File: src/rtl/seg_pkg.sv
// seg_pkg: shared hex7 table, scan state encoding and display constants
package seg_pkg;
    localparam logic       ST_GUARD  = 1'b0;
    localparam logic       ST_SHOW   = 1'b1;
    localparam logic [7:0] SEG_BLANK = 8'hFF;
    localparam logic [3:0] AN_OFF    = 4'hF;

    typedef struct packed {
        logic [15:0] data;
        logic [3:0]  dp;
        logic [3:0]  blank;
    } disp_t;

    function automatic logic [6:0] hex7(input logic [3:0] n);
        case (n)
            4'h0: hex7 = 7'h3F;
            4'h1: hex7 = 7'h06;
            4'h2: hex7 = 7'h5B;
            4'h3: hex7 = 7'h4F;
            4'h4: hex7 = 7'h66;
            4'h5: hex7 = 7'h6D;
            4'h6: hex7 = 7'h7D;
            4'h7: hex7 = 7'h07;
            4'h8: hex7 = 7'h7F;
            4'h9: hex7 = 7'h6F;
            4'hA: hex7 = 7'h77;
            4'hB: hex7 = 7'h7C;
            4'hC: hex7 = 7'h39;
            4'hD: hex7 = 7'h5E;
            4'hE: hex7 = 7'h79;
            default: hex7 = 7'h71;
        endcase
    endfunction
endpackage

File: src/rtl/seg_hex7_dec.sv
// seg_hex7_dec: combinational hex nibble to active-high gfedcba segments
module seg_hex7_dec
    import seg_pkg::*;
(
    input  logic [3:0] nib_i,
    output logic [6:0] seg_o
);
    assign seg_o = hex7(nib_i);
endmodule

File: src/rtl/seg_scan_driver.sv
// seg_scan_driver: 4-digit multiplexed 7-segment scanner with guard blanking and tear-free updates
module seg_scan_driver
    import seg_pkg::*;
#(
    parameter int CLK_HZ  = 100000000,
    parameter int SCAN_HZ = 1000,
    parameter int GUARD   = 8
) (
    input  logic        clk,
    input  logic        rst_n,
    input  logic [15:0] data,
    input  logic [3:0]  dp_mask,
    input  logic [3:0]  blank_mask,
    input  logic        load,
    output logic [3:0]  an,
    output logic [7:0]  seg_code,
    output logic        frame_done
);
    localparam int            DIV  = CLK_HZ / SCAN_HZ;
    localparam int            CW   = $clog2(DIV);
    localparam logic [CW-1:0] LAST = CW'(DIV - 1);
    localparam logic [CW-1:0] GRD  = CW'(GUARD);

    logic [CW-1:0] cnt_q, cnt_d;
    logic [1:0]    idx_q, idx_d;
    disp_t         pend_q, pend_d, act_q, act_d;
    logic          pv_q, pv_d;
    logic [3:0]    an_q, an_d;
    logic [7:0]    seg_q, seg_d;
    logic          fd_q;
    logic          tick, wrap, state, show;
    logic [3:0]    nib;
    logic [6:0]    hex;

    seg_hex7_dec u_dec (
        .nib_i (nib),
        .seg_o (hex)
    );

    // Next-state: prescaler, digit index, double-buffered registers and pin values
    always_comb begin
        tick   = cnt_q == LAST;
        wrap   = tick && idx_q == 2'd3;
        cnt_d  = tick ? '0 : cnt_q + 1'b1;
        idx_d  = tick ? idx_q + 2'd1 : idx_q;
        pend_d = load ? {data, dp_mask, blank_mask} : pend_q;
        pv_d   = load | (pv_q & ~wrap);
        act_d  = (wrap && pv_q) ? pend_q : act_q;
        state  = (cnt_q < GRD) ? ST_GUARD : ST_SHOW;
        nib    = act_q.data[{idx_q, 2'b00} +: 4];
        show   = state == ST_SHOW && !act_q.blank[idx_q];
        an_d   = show ? ~(4'b0001 << idx_q) : AN_OFF;
        seg_d  = show ? {~act_q.dp[idx_q], ~hex} : SEG_BLANK;
    end

    // State and registered pins; async reset blanks the display at once
    always_ff @(posedge clk or negedge rst_n) begin
        if (!rst_n) begin
            cnt_q  <= '0;
            idx_q  <= '0;
            pend_q <= '0;
            act_q  <= '0;
            pv_q   <= 1'b0;
            an_q   <= AN_OFF;
            seg_q  <= SEG_BLANK;
            fd_q   <= 1'b0;
        end else begin
            cnt_q  <= cnt_d;
            idx_q  <= idx_d;
            pend_q <= pend_d;
            act_q  <= act_d;
            pv_q   <= pv_d;
            an_q   <= an_d;
            seg_q  <= seg_d;
            fd_q   <= wrap;
        end
    end

    assign an         = an_q;
    assign seg_code   = seg_q;
    assign frame_done = fd_q;
endmodule

File: config.mk
export PLATFORM = sky130hd
export DESIGN_NAME = seg_scan_driver
export DESIGN_NICKNAME = d
export VERILOG_FILES = /design/src/rtl/seg_pkg.sv /design/src/rtl/seg_hex7_dec.sv /design/src/rtl/seg_scan_driver.sv
export SDC_FILE = /design/constraint.sdc
export NUM_CORES = 1
export LEC_CHECK = 0
export CORE_MARGIN = 3
export CORE_UTILIZATION = 35
export DETAILED_ROUTE_END_ITERATION = 6
export PLACE_DENSITY = 0.65
export SYNTH_ARGS = -nofsm -noshare
export SYNTH_HDL_FRONTEND = slang
export SYNTH_HIERARCHICAL = 1
export SYNTH_SLANG_ARGS = --single-unit
File: constraint.sdc
create_clock -name clk -period 3.4 [get_ports clk]
set_clock_uncertainty 0.15 [all_clocks]
set_input_delay 0.68 -clock clk [delete_from_list [all_inputs] [get_ports clk]]
set_output_delay 0.68 -clock clk [all_outputs]
set_load 0.01 [all_outputs]
==> results of run 1 <==
[cell usage in the layout (no fill, tap or decap), drive strengths merged, types with 6 or more instances in the layout]
| master | count |
|---|---|
| dfrtp | 69 |
| nor2 | 10 |
| dfstp | 12 |
| inv | 11 |
| mux2 | 52 |
| clkdlybuf4s50 | 38 |
| nor3 | 7 |
| clkbuf | 9 |
| ha | 12 |
| nand2 | 18 |
| xor2 | 9 |
| nand4 | 6 |
| mux4 | 7 |
| nand3 | 8 |
[cell usage after synthesis (all sizes together)]
cell,count
xnor2,5
and3,3
nand2b,1
mux2,52
or2b,1
clkbuf,4
ha,12
and4,2
and2,1
nor4,2
nand3,8
o21ba,1
o32a,1
o21ai,1
dfstp,12
mux2i,3
nand3b,1
o31a,1
o21bai,1
a31o,1
nor2,10
or3,1
nor2b,2
a21oi,5
buf,9
nand4,6
nor3,7
xor2,9
inv,8
dfrtp,69
nand2,18
mux4,7
[sequential cells by signal, indices dropped and copies added, names as in the netlist]
signal      flops
cnt_q          17
pv_q            1
an              4
pend_q         24
idx_q           2
seg_code        8
act_q          24
frame_done      1
[per-layer routing]
layer | global-route usage, % | up-vias | routed length (um)
met5 | 0 | - | 0
met4 | 5.41 | 0 | 104
met3 | 2.58 | 11 | 260
met2 | 17.8 | 51 | 2730
met1 | 16.5 | 1035 | 3090
li1 | - | 1010 | -
[worst max-delay path, delay by kind of cell, from the launching register on]
kind / cells / cell delay, ps
and+or+nand+nor: 1 / 70
adders and majority gates: 1 / 260
muxes: 2 / 1120
DFF: 1 / 650
buffers and inverters: 2 / 220
[where the power goes]
| part | switching, mW | internal (mW) |
|---|---|---|
| sequential | 0.0149 | 0.992 |
| combinational | 0.0335 | 0.0517 |
| clock | 0.365 | 0.421 |
| total | 0.413 | 1.46 |
[through the flow]
stage	instance area, um^2	hold slack, ps	power (mW)	instances
6_report	4350	327	1.88	442
5_1_grt	4350	356	1.96	442
4_1_cts	4350	341	1.91	442
2_1_floorplan	3620	234	1.05	264
3_5_place_dp	4120	325	1.11	426
3_3_place_gp	4120	325	1.11	426
[worst paths after layout]
kind / depth (start not counted) / start / endpoint / slack (ps)
max in group asynchronous: 1 / rst_n / pend_q[4] / 2130
max: 6 / idx_q[0] / seg_code[3] / 880
max reg2reg: 6 / idx_q[0] / seg_code[3] / 880
min: 1 / rst_n / cnt_q[12] / 330
min in group clk: 1 / cnt_q[14] / cnt_q[14] / 340
min reg2reg: 1 / cnt_q[14] / cnt_q[14] / 340
[layout make-up]
class	count	area share (%)
Clock buffer	9	2.85
Sequential cell	81	47.0
Multi-Input combinational cell	162	33.9
Timing Repair Buffer	42	9.44
Clock inverter	7	2.33
Inverter	8	0.691
Tap cell	133	3.83
[cells by family (layout without fill, tap and decap cells)]
kind of cell,after synthesis,in the layout
AOI/OAI and AO/OA,11,11
adders and majority gates,12,12
and+or+nand+nor,63,63
buffers and inverters,21,66
muxes,62,62
xor gates and xnor gates,14,14
DFF,81,81
==> impl_metrics.csv, run 1 <==
group,metric,value,unit
global_route,gr-total-overflow,0,
global_route,grt_pass1_vias,2215,
global_route,grt_use_total,11.9,%
setup_path,cp-end-kind,"flop",
yosys,ys_seq_area_share,56.4,%
yosys,synthSimpleGateAreaFrac,9.53,%
yosys,ys_warn_count,6,
clock_tree,cts_buffer_depth,2,
yosys,synth.cell_area,3620,um^2
global_route,grt_max_degree,82,
setup_path,arrival,2660,ps
final_layout,regArea,2040,um^2
clock_tree,cts_hold_buf,0,
clock_tree,clock_latency,350,ps
timing,rsz0062_at_grt,"false",
placement,io_buffers,39,
timing,final.min_clock_period,2520,ps
floorplanning,die_w,108,um
setup_path,start_kind,"flop",
route,drt_pass1_iterations,4,
placement,post-dp-hpwl,4.20,mm
final_layout,multi_input_area,1470,um^2
final_layout,syn_to_final_growth,19.9,%
timing,setup_viol,0,
yosys,synth-compound-area-share,2.11,%
yosys,synthCells,264,
clock_tree,cts_sinks,81,
yosys,synthMuxAreaShare,21.4,%
route,initialDrtViolationCount,78,
global_route,grt_pass1_wl,10.9,mm
final_layout,diodes,0,
setup_path,cp_data_required_time,3540,ps
setup_path,crit_fanout,9,
yosys,ys_ff_latch,81,
yosys,synth_cell_types,39,
route,post_drt_via_cell_ratio,4.77,
setup_path,slowest_stage,"dfrtp_1",
final_layout,drive_above_1_share,30.7,%
run_status,status,"finished, final reports clean",
final_layout,num-nets-final,343,
clock_tree,cts_made_buffers,9,
power_and_ir_drop,peakVddDrop,202,uV
timing,fin_tns_setup,0,ps
setup_path,crit_chain,"mux4_2 -> inv_1 -> ha_1 -> inv_1 -> mux4_1 -> nand2_1",
timing,max_freq,397,MHz
timing,worst_pin_slew,990,ps
setup_path,critPathMaxStageDelay,650,ps
floorplanning,initial_utilization,36.6,%
hold_path,hp-class,"in -> async",
yosys,synth-xor-area-share,3.38,%
yosys,synth_nets,303,
setup_path,setup.worst_path.class,"reg -> reg",
floorplanning,core,9910,um^2
route,drcViolationCount,0,
floorplanning,pin_count,40,
yosys,synth_top_family_by_area,"multiplexers",
clock_tree,cts_resized,0,
flow_run,maxCapViolations,0,
global_route,antenna_found_initial,0,
timing,hold_viol,0,
clock_tree,clk_pin_slew,90,ps
clock_tree,h-tree-depth,3,
power_and_ir_drop,leakage,1.92,nW
power_and_ir_drop,powerDensity,432,nW/um^2
placement,gp_congestion,0.809,
route,dr_total_vias,2107,
clock_tree,cts_tree,"done",
route,post_drt_wl_per_cell,14.0,um
timing,drv_slew,0,
timing,fin_ws,878,ps
clock_tree,cts_setup_buffers,0,
clock_tree,root_buffer,"clkbuf_8",
yosys,netlist_top_cells_area,"dfrtp_1 48%, mux2_2 16%, dfstp_2 8.7%",
floorplanning,dieArea,11600,um^2
route,postRouteAntennaNets,0,
setup_path,crit_path_frequent_cell,"inv_1",
yosys,yosys.area.top_type,"dfrtp_1",
floorplanning,die_y,108,um
timing,period_share,74.2,%
yosys,synth_top_area_share,47.7,%
yosys,syn_avg_cell_area,13.7,um^2
yosys,synthAdderAreaFrac,4.14,%
timing,relSlewSlack,34.0,%
route,routed_wl,6.19,mm
placement,dp_slack,878,ps
floorplanning,rows,36,
final_layout,fill_cells,931,
final_layout,final_util,43.9,%
(Power assumes the default switching activity.)
==> run 2: changes to the inputs <==
- clock period: 3.4 -> 2.5 ns (I/O delays scaled with it)
==> run 2 against run 1 <==
  * Combinational power is 41% higher
  * Sequential power is 36% higher
  * Final cell count is 1.6% higher
  * Fmax is 13% higher
  * Sequential share of layout area is 0.054 points higher
  * Highest routed layer unchanged
  * First-iteration DRC count is 32% lower
  * Via count is 0.52% lower
  * Wire length is 1.1% lower
  * Non-clock buffer count is 7 higher
  * Core utilization is 0.051 points lower
  * Sequential cell count stayed put
  * Count of clock-buffer cells in the layout is 3 higher
==> impl_metrics.csv, run 2 (same netlist as run 1, synthesis figures left out) <==
group,metric,value,unit
final_layout,drive_above_1_share,31.3,%
global_route,grt_pass1_vias,2121,
timing,rsz0062_at_grt,"false",
clock_tree,cts_sinks,81,
timing,fin_ws,272,ps
timing,hold_viol,0,
clock_tree,clk_pin_slew,80,ps
route,post_drt_wl_per_cell,13.6,um
clock_tree,clock_latency,350,ps
floorplanning,core,9910,um^2
route,drt_pass1_iterations,4,
hold_path,hp-class,"reg -> reg",
floorplanning,die_y,108,um
run_status,status,"finished, final reports clean",
clock_tree,cts_tree,"done",
final_layout,final_design_area_no_fill,4340,um^2
power_and_ir_drop,peakVddDrop,306,uV
route,drcViolationCount,0,
floorplanning,pin_count,40,
global_route,antenna_found_initial,0,
setup_path,cp-end-kind,"flop",
timing,period_share,89.1,%
timing,drv_slew,0,
final_layout,final_common_cell,"dfrtp_1",
clock_tree,cts_made_buffers,9,
route,initialDrtViolationCount,53,
final_layout,top_regs,"act_q (24), pend_q (24), cnt_q (17)",
clock_tree,cts_buffer_depth,2,
placement,gp_congestion,0.831,
placement,dpl_cell_area,4170,um^2
timing,fin_tns_setup,0,ps
timing,setup_viol,0,
clock_tree,root_buffer,"clkbuf_8",
floorplanning,initial_utilization,36.6,%
global_route,gr-total-overflow,0,
floorplanning,dieArea,11600,um^2
route,routed_wl,6.12,mm
power_and_ir_drop,powerDensity,533,nW/um^2
timing,relSlewSlack,66.3,%
route,dr_total_vias,2096,
setup_path,crit_fanout,5,
setup_path,start_kind,"flop",
route,post_drt_via_cell_ratio,4.67,
final_layout,syn_to_final_growth,19.8,%
final_layout,layout_common_cells,"69 x dfrtp_1, 52 x mux2_2, 38 x clkdlybuf4s50_1",
power_and_ir_drop,total_power,2.31,mW
final_layout,fin_cells,449,
setup_path,setup.worst_path.class,"reg -> reg",
final_layout,num-nets-final,350,
setup_path,cp_data_required_time,2640,ps
clock_tree,cts_resized,0,
route,postRouteAntennaNets,0,
placement,place_inst,432,
clock_tree,cts_hold_buf,1,
setup_path,arrival,2360,ps
global_route,grt_pass1_wl,10.5,mm
timing,final.min_clock_period,2230,ps
floorplanning,rows,36,
power_and_ir_drop,leakage,1.94,nW
timing,max_freq,449,MHz
final_layout,diodes,0,
global_route,grt_use_total,11.7,%
placement,post-dp-hpwl,4.35,mm
placement,io_buffers,39,
clock_tree,h-tree-depth,3,
clock_tree,cts_setup_buffers,0,
placement,dp_slack,265,ps
timing,worst_pin_slew,506,ps
global_route,grt_max_degree,41,
flow_run,maxCapViolations,0,
floorplanning,die_w,108,um
[run 2: worst paths after layout]
path | start | endpoint | slack [ps] | cells after the start
max | idx_q[0] | seg_code[3] | 270 | 6
min | cnt_q[14] | cnt_q[14] | 340 | 1
max reg2reg | idx_q[0] | seg_code[3] | 270 | 6
min reg2reg | cnt_q[14] | cnt_q[14] | 340 | 1
max in group asynchronous | rst_n | seg_code[1] | 980 | 3
min in group asynchronous | rst_n | frame_done | 540 | 2
[run 2: per-layer routing]
| metal | vias to the layer above | GRT usage (%) | wire [um] |
|---|---|---|---|
| li1 | 1015 | - | - |
| met1 | 1037 | 16.2 | 3040 |
| met2 | 39 | 17.1 | 2750 |
| met3 | 5 | 3.48 | 243 |
| met4 | 0 | 4.87 | 88 |
| met5 | - | 0 | 0 |
[run 2: cell type report]
type	instances	area [um^2]
clock buffer	12	145
clock inverter	4	20.0
fill	939	5570
inverter	8	30.0
multi-input combinational	162	1470
sequential	81	2040
tap	133	166
timing repair buffer	49	465
[run 2: critical path, stage by stage (launching register included)]
cell and delay (ps):
dfrtp_1 450, mux4_2 590, inv_1 140, ha_1 250
inv_1 50, mux4_1 470, nand2_1 70
[run 2: power breakdown]
| group | internal, mW | switching [mW] |
|---|---|---|
| combinational | 0.0743 | 0.0461 |
| clock | 0.382 | 0.442 |
| sequential | 1.35 | 0.0208 |
[run 2: metrics by stage]
step | utilization (%) | hold WS [ps]
2_1_floorplan | - | 54.4
3_3_place_gp | 42.0 | 323
3_5_place_dp | 42.0 | 331
4_1_cts | 43.8 | 345
5_1_grt | 43.8 | 371
6_report | 43.8 | 344
==> RTL edit, RTL diff (settings of run 2) <==
Register the inputs `data`, `dp_mask`, `blank_mask` and `load` before use, without a reset. The logic sees them one clock later.
--- a/src/rtl/seg_scan_driver.sv
+++ b/src/rtl/seg_scan_driver.sv
@@ -21,6 +21,18 @@
     localparam logic [CW-1:0] LAST = CW'(DIV - 1);
     localparam logic [CW-1:0] GRD  = CW'(GUARD);
 
+    logic [15:0] data_q;
+    logic [3:0] dp_mask_q;
+    logic [3:0] blank_mask_q;
+    logic load_q;
+
+    always_ff @(posedge clk) begin
+        data_q       <= data;
+        dp_mask_q    <= dp_mask;
+        blank_mask_q <= blank_mask;
+        load_q       <= load;
+    end
+
     logic [CW-1:0] cnt_q, cnt_d;
     logic [1:0]    idx_q, idx_d;
     disp_t         pend_q, pend_d, act_q, act_d;
@@ -43,8 +55,8 @@
         wrap   = tick && idx_q == 2'd3;
         cnt_d  = tick ? '0 : cnt_q + 1'b1;
         idx_d  = tick ? idx_q + 2'd1 : idx_q;
-        pend_d = load ? {data, dp_mask, blank_mask} : pend_q;
-        pv_d   = load | (pv_q & ~wrap);
+        pend_d = load_q ? {data_q, dp_mask_q, blank_mask_q} : pend_q;
+        pv_d   = load_q | (pv_q & ~wrap);
         act_d  = (wrap && pv_q) ? pend_q : act_q;
         state  = (cnt_q < GRD) ? ST_GUARD : ST_SHOW;
         nib    = act_q.data[{idx_q, 2'b00} +: 4];
Behaviour: no difference found for any inputs over 10 cycles, from zero or initial values and one cycle with rst_n low; that may be too few to reach the edited logic, so the function may still have changed.
==> RTL edit against run 2 <==
Via count increased by 7.2%. Die area increased by 13%. Cell area increased by 14%. Critical path type unchanged. First-iteration DRC count increased by 110%. Total power increased by 41%. Sequential cell count increased by 25. Worst setup slack got worse by 72 ps. Critical endpoint unchanged. Synthesized area increased by 14%. Wire length increased by 4.9%.
==> RTL edit: results (changes against run 2) <==
metric,value,unit,change
initial antenna violation count,0,,unchanged
Slew @ Worst Pin,418,ps,was 506 ps
"Async S/R FF share, synth",0.764,,was 1.00
"Primary FF master, synth",dfrtp_1,,unchanged
Pre-antenna DRT Iters,4,,unchanged
leakage,2.19,nW,was 1.94 nW
TritonCTS Buffers,9,,unchanged
vias in the first global route,2303,,was 2121
share of cells above drive strength 1,0.285,,was 0.313
Placer Congestion,0.813,,was 0.831
"Arr. time, crit path",2430,ps,was 2360 ps
Mapped Nets,328,,was 303
family with the most delay on the worst path,multiplexers,,unchanged
VDD IR max,296,µV,was 306 µV
Post-CTS Resized,0,,unchanged
cts hold-fix bufs,1,,unchanged
clk slew on worst S/H paths,70,ps,
Max Root-Sink Buffers,2,,unchanged
crit-path max cell delay,600,ps,
largest net degree at the start of global routing,52,,was 41
Routed wire per std cell,13.4,µm,was 13.6 µm
DP Wirelength,4460,µm,was 4350 µm
first-pass GRT wire length,11300,µm,was 10500 µm
critical path's slowest cell,mux4_2,,unchanged
synth cell count leaders,"dfrtp_1 (69), mux2_2 (52), dfxtp_1 (25)",,"was dfrtp_1 (69), mux2_2 (52), nand2_1 (18)"
ANT cells,0,,unchanged
Clock Latency Late Sink,340,ps,
status,completed,,unchanged
pre-CTS setup slack,216,ps,was 265 ps
warnings from Yosys,6,,unchanged
"Distinct cells, synth",40,,was 39
dominant cells by area after synthesis,"dfrtp_1 (42%), mux2_2 (14%), dfxtp_1 (12%)",,"was dfrtp_1 (48%), mux2_2 (16%), dfstp_2 (8.7%)"
Post CTS Setup Buffer Count,0,,unchanged
Total GRT Usage,0.108,,was 0.117
H-tree level count,3,,unchanged
HP Class,reg -> reg,,unchanged
fin nets,371,,was 350
initial drt markers,113,,was 53
CTS root buf,clkbuf_16,,was clkbuf_8
sequential-to-total area share from yosys stat,0.617,,was 0.564
crit path max fanout,5,,unchanged
port bufs,39,,unchanged
DR vias/cell,4.68,,was 4.67
Regs by FF count,"act_q x24, pend_q x24, cnt_q x17",,unchanged
Fillers,1038,,was 939
## RTL edit: cell count changes after synthesis, sizes merged
| cell | delta |
|---|---|
| dfxtp | +25 |
## RTL edit: path summary, 6_finish.rpt
path                            slack [ps]          end  startpoint  depth (start not counted)
max in group asynchronous             1140    act_q[17]       rst_n                          3
worst max register to register         200  seg_code[3]    idx_q[0]                          6
min in group asynchronous              470     cnt_q[8]       rst_n                          2
worst min register to register         310   pend_q[14]   data_q[6]                          1
worst max-delay path                   200  seg_code[3]    idx_q[0]                          6
worst min-delay path                   310   pend_q[14]   data_q[6]                          1
## RTL edit: metrics by stage
stage | util | instances | power (mW) | hold slack [ps] | instance area [µm²]
after global placement | 0.408 | 463 | 1.95 | 296 | 4670
after floorplan | - | 289 | 1.86 | 54.4 | 4120
after global routing | 0.433 | 480 | 3.39 | 329 | 4970
final | 0.433 | 480 | 3.26 | 310 | 4970
after detailed placement | 0.408 | 463 | 1.95 | 297 | 4670
after CTS | 0.433 | 480 | 3.31 | 313 | 4970
## RTL edit: kinds of logic (layout without fill, tap and decap cells)
group,count (synthesis),count (layout),synth area share
flops,106,106,0.617
mux,62,62,0.188
buf+inv,21,69,0.0267
xor+xnor,14,14,0.0297
fa+ha+maj,12,12,0.0364
compound gates,11,11,0.0185
simple gates,63,63,0.0837
## RTL edit: layout make-up
type                       count  area [µm²]  share of cell area
sequential                   106        2540               0.512
multi-input combinational    162        1470               0.296
timing repair buffer          45         460              0.0927
clock buffer                  10         229              0.0461
tap                          143         179              0.0360
clock inverter                 6        56.3              0.0113
inverter                       8        30.0             0.00604
## RTL edit: layer usage
layer / global-route usage / vias up / wire length, µm
li1: - / 1084 / -
met1: 0.148 / 1106 / 3100
met2: 0.162 / 47 / 2910
met3: 0.0243 / 9 / 273
met4: 0.0538 / 0 / 135
met5: 0 / - / 0
## RTL edit: report_power, final
| group | switching (mW) | total (mW) | internal [mW] |
|---|---|---|---|
| Clock | 0.646 | 1.35 | 0.703 |
| Sequential | 0.0259 | 1.79 | 1.77 |
| Combinational | 0.0438 | 0.118 | 0.0743 |
| Total | 0.716 | 3.26 | 2.55 |
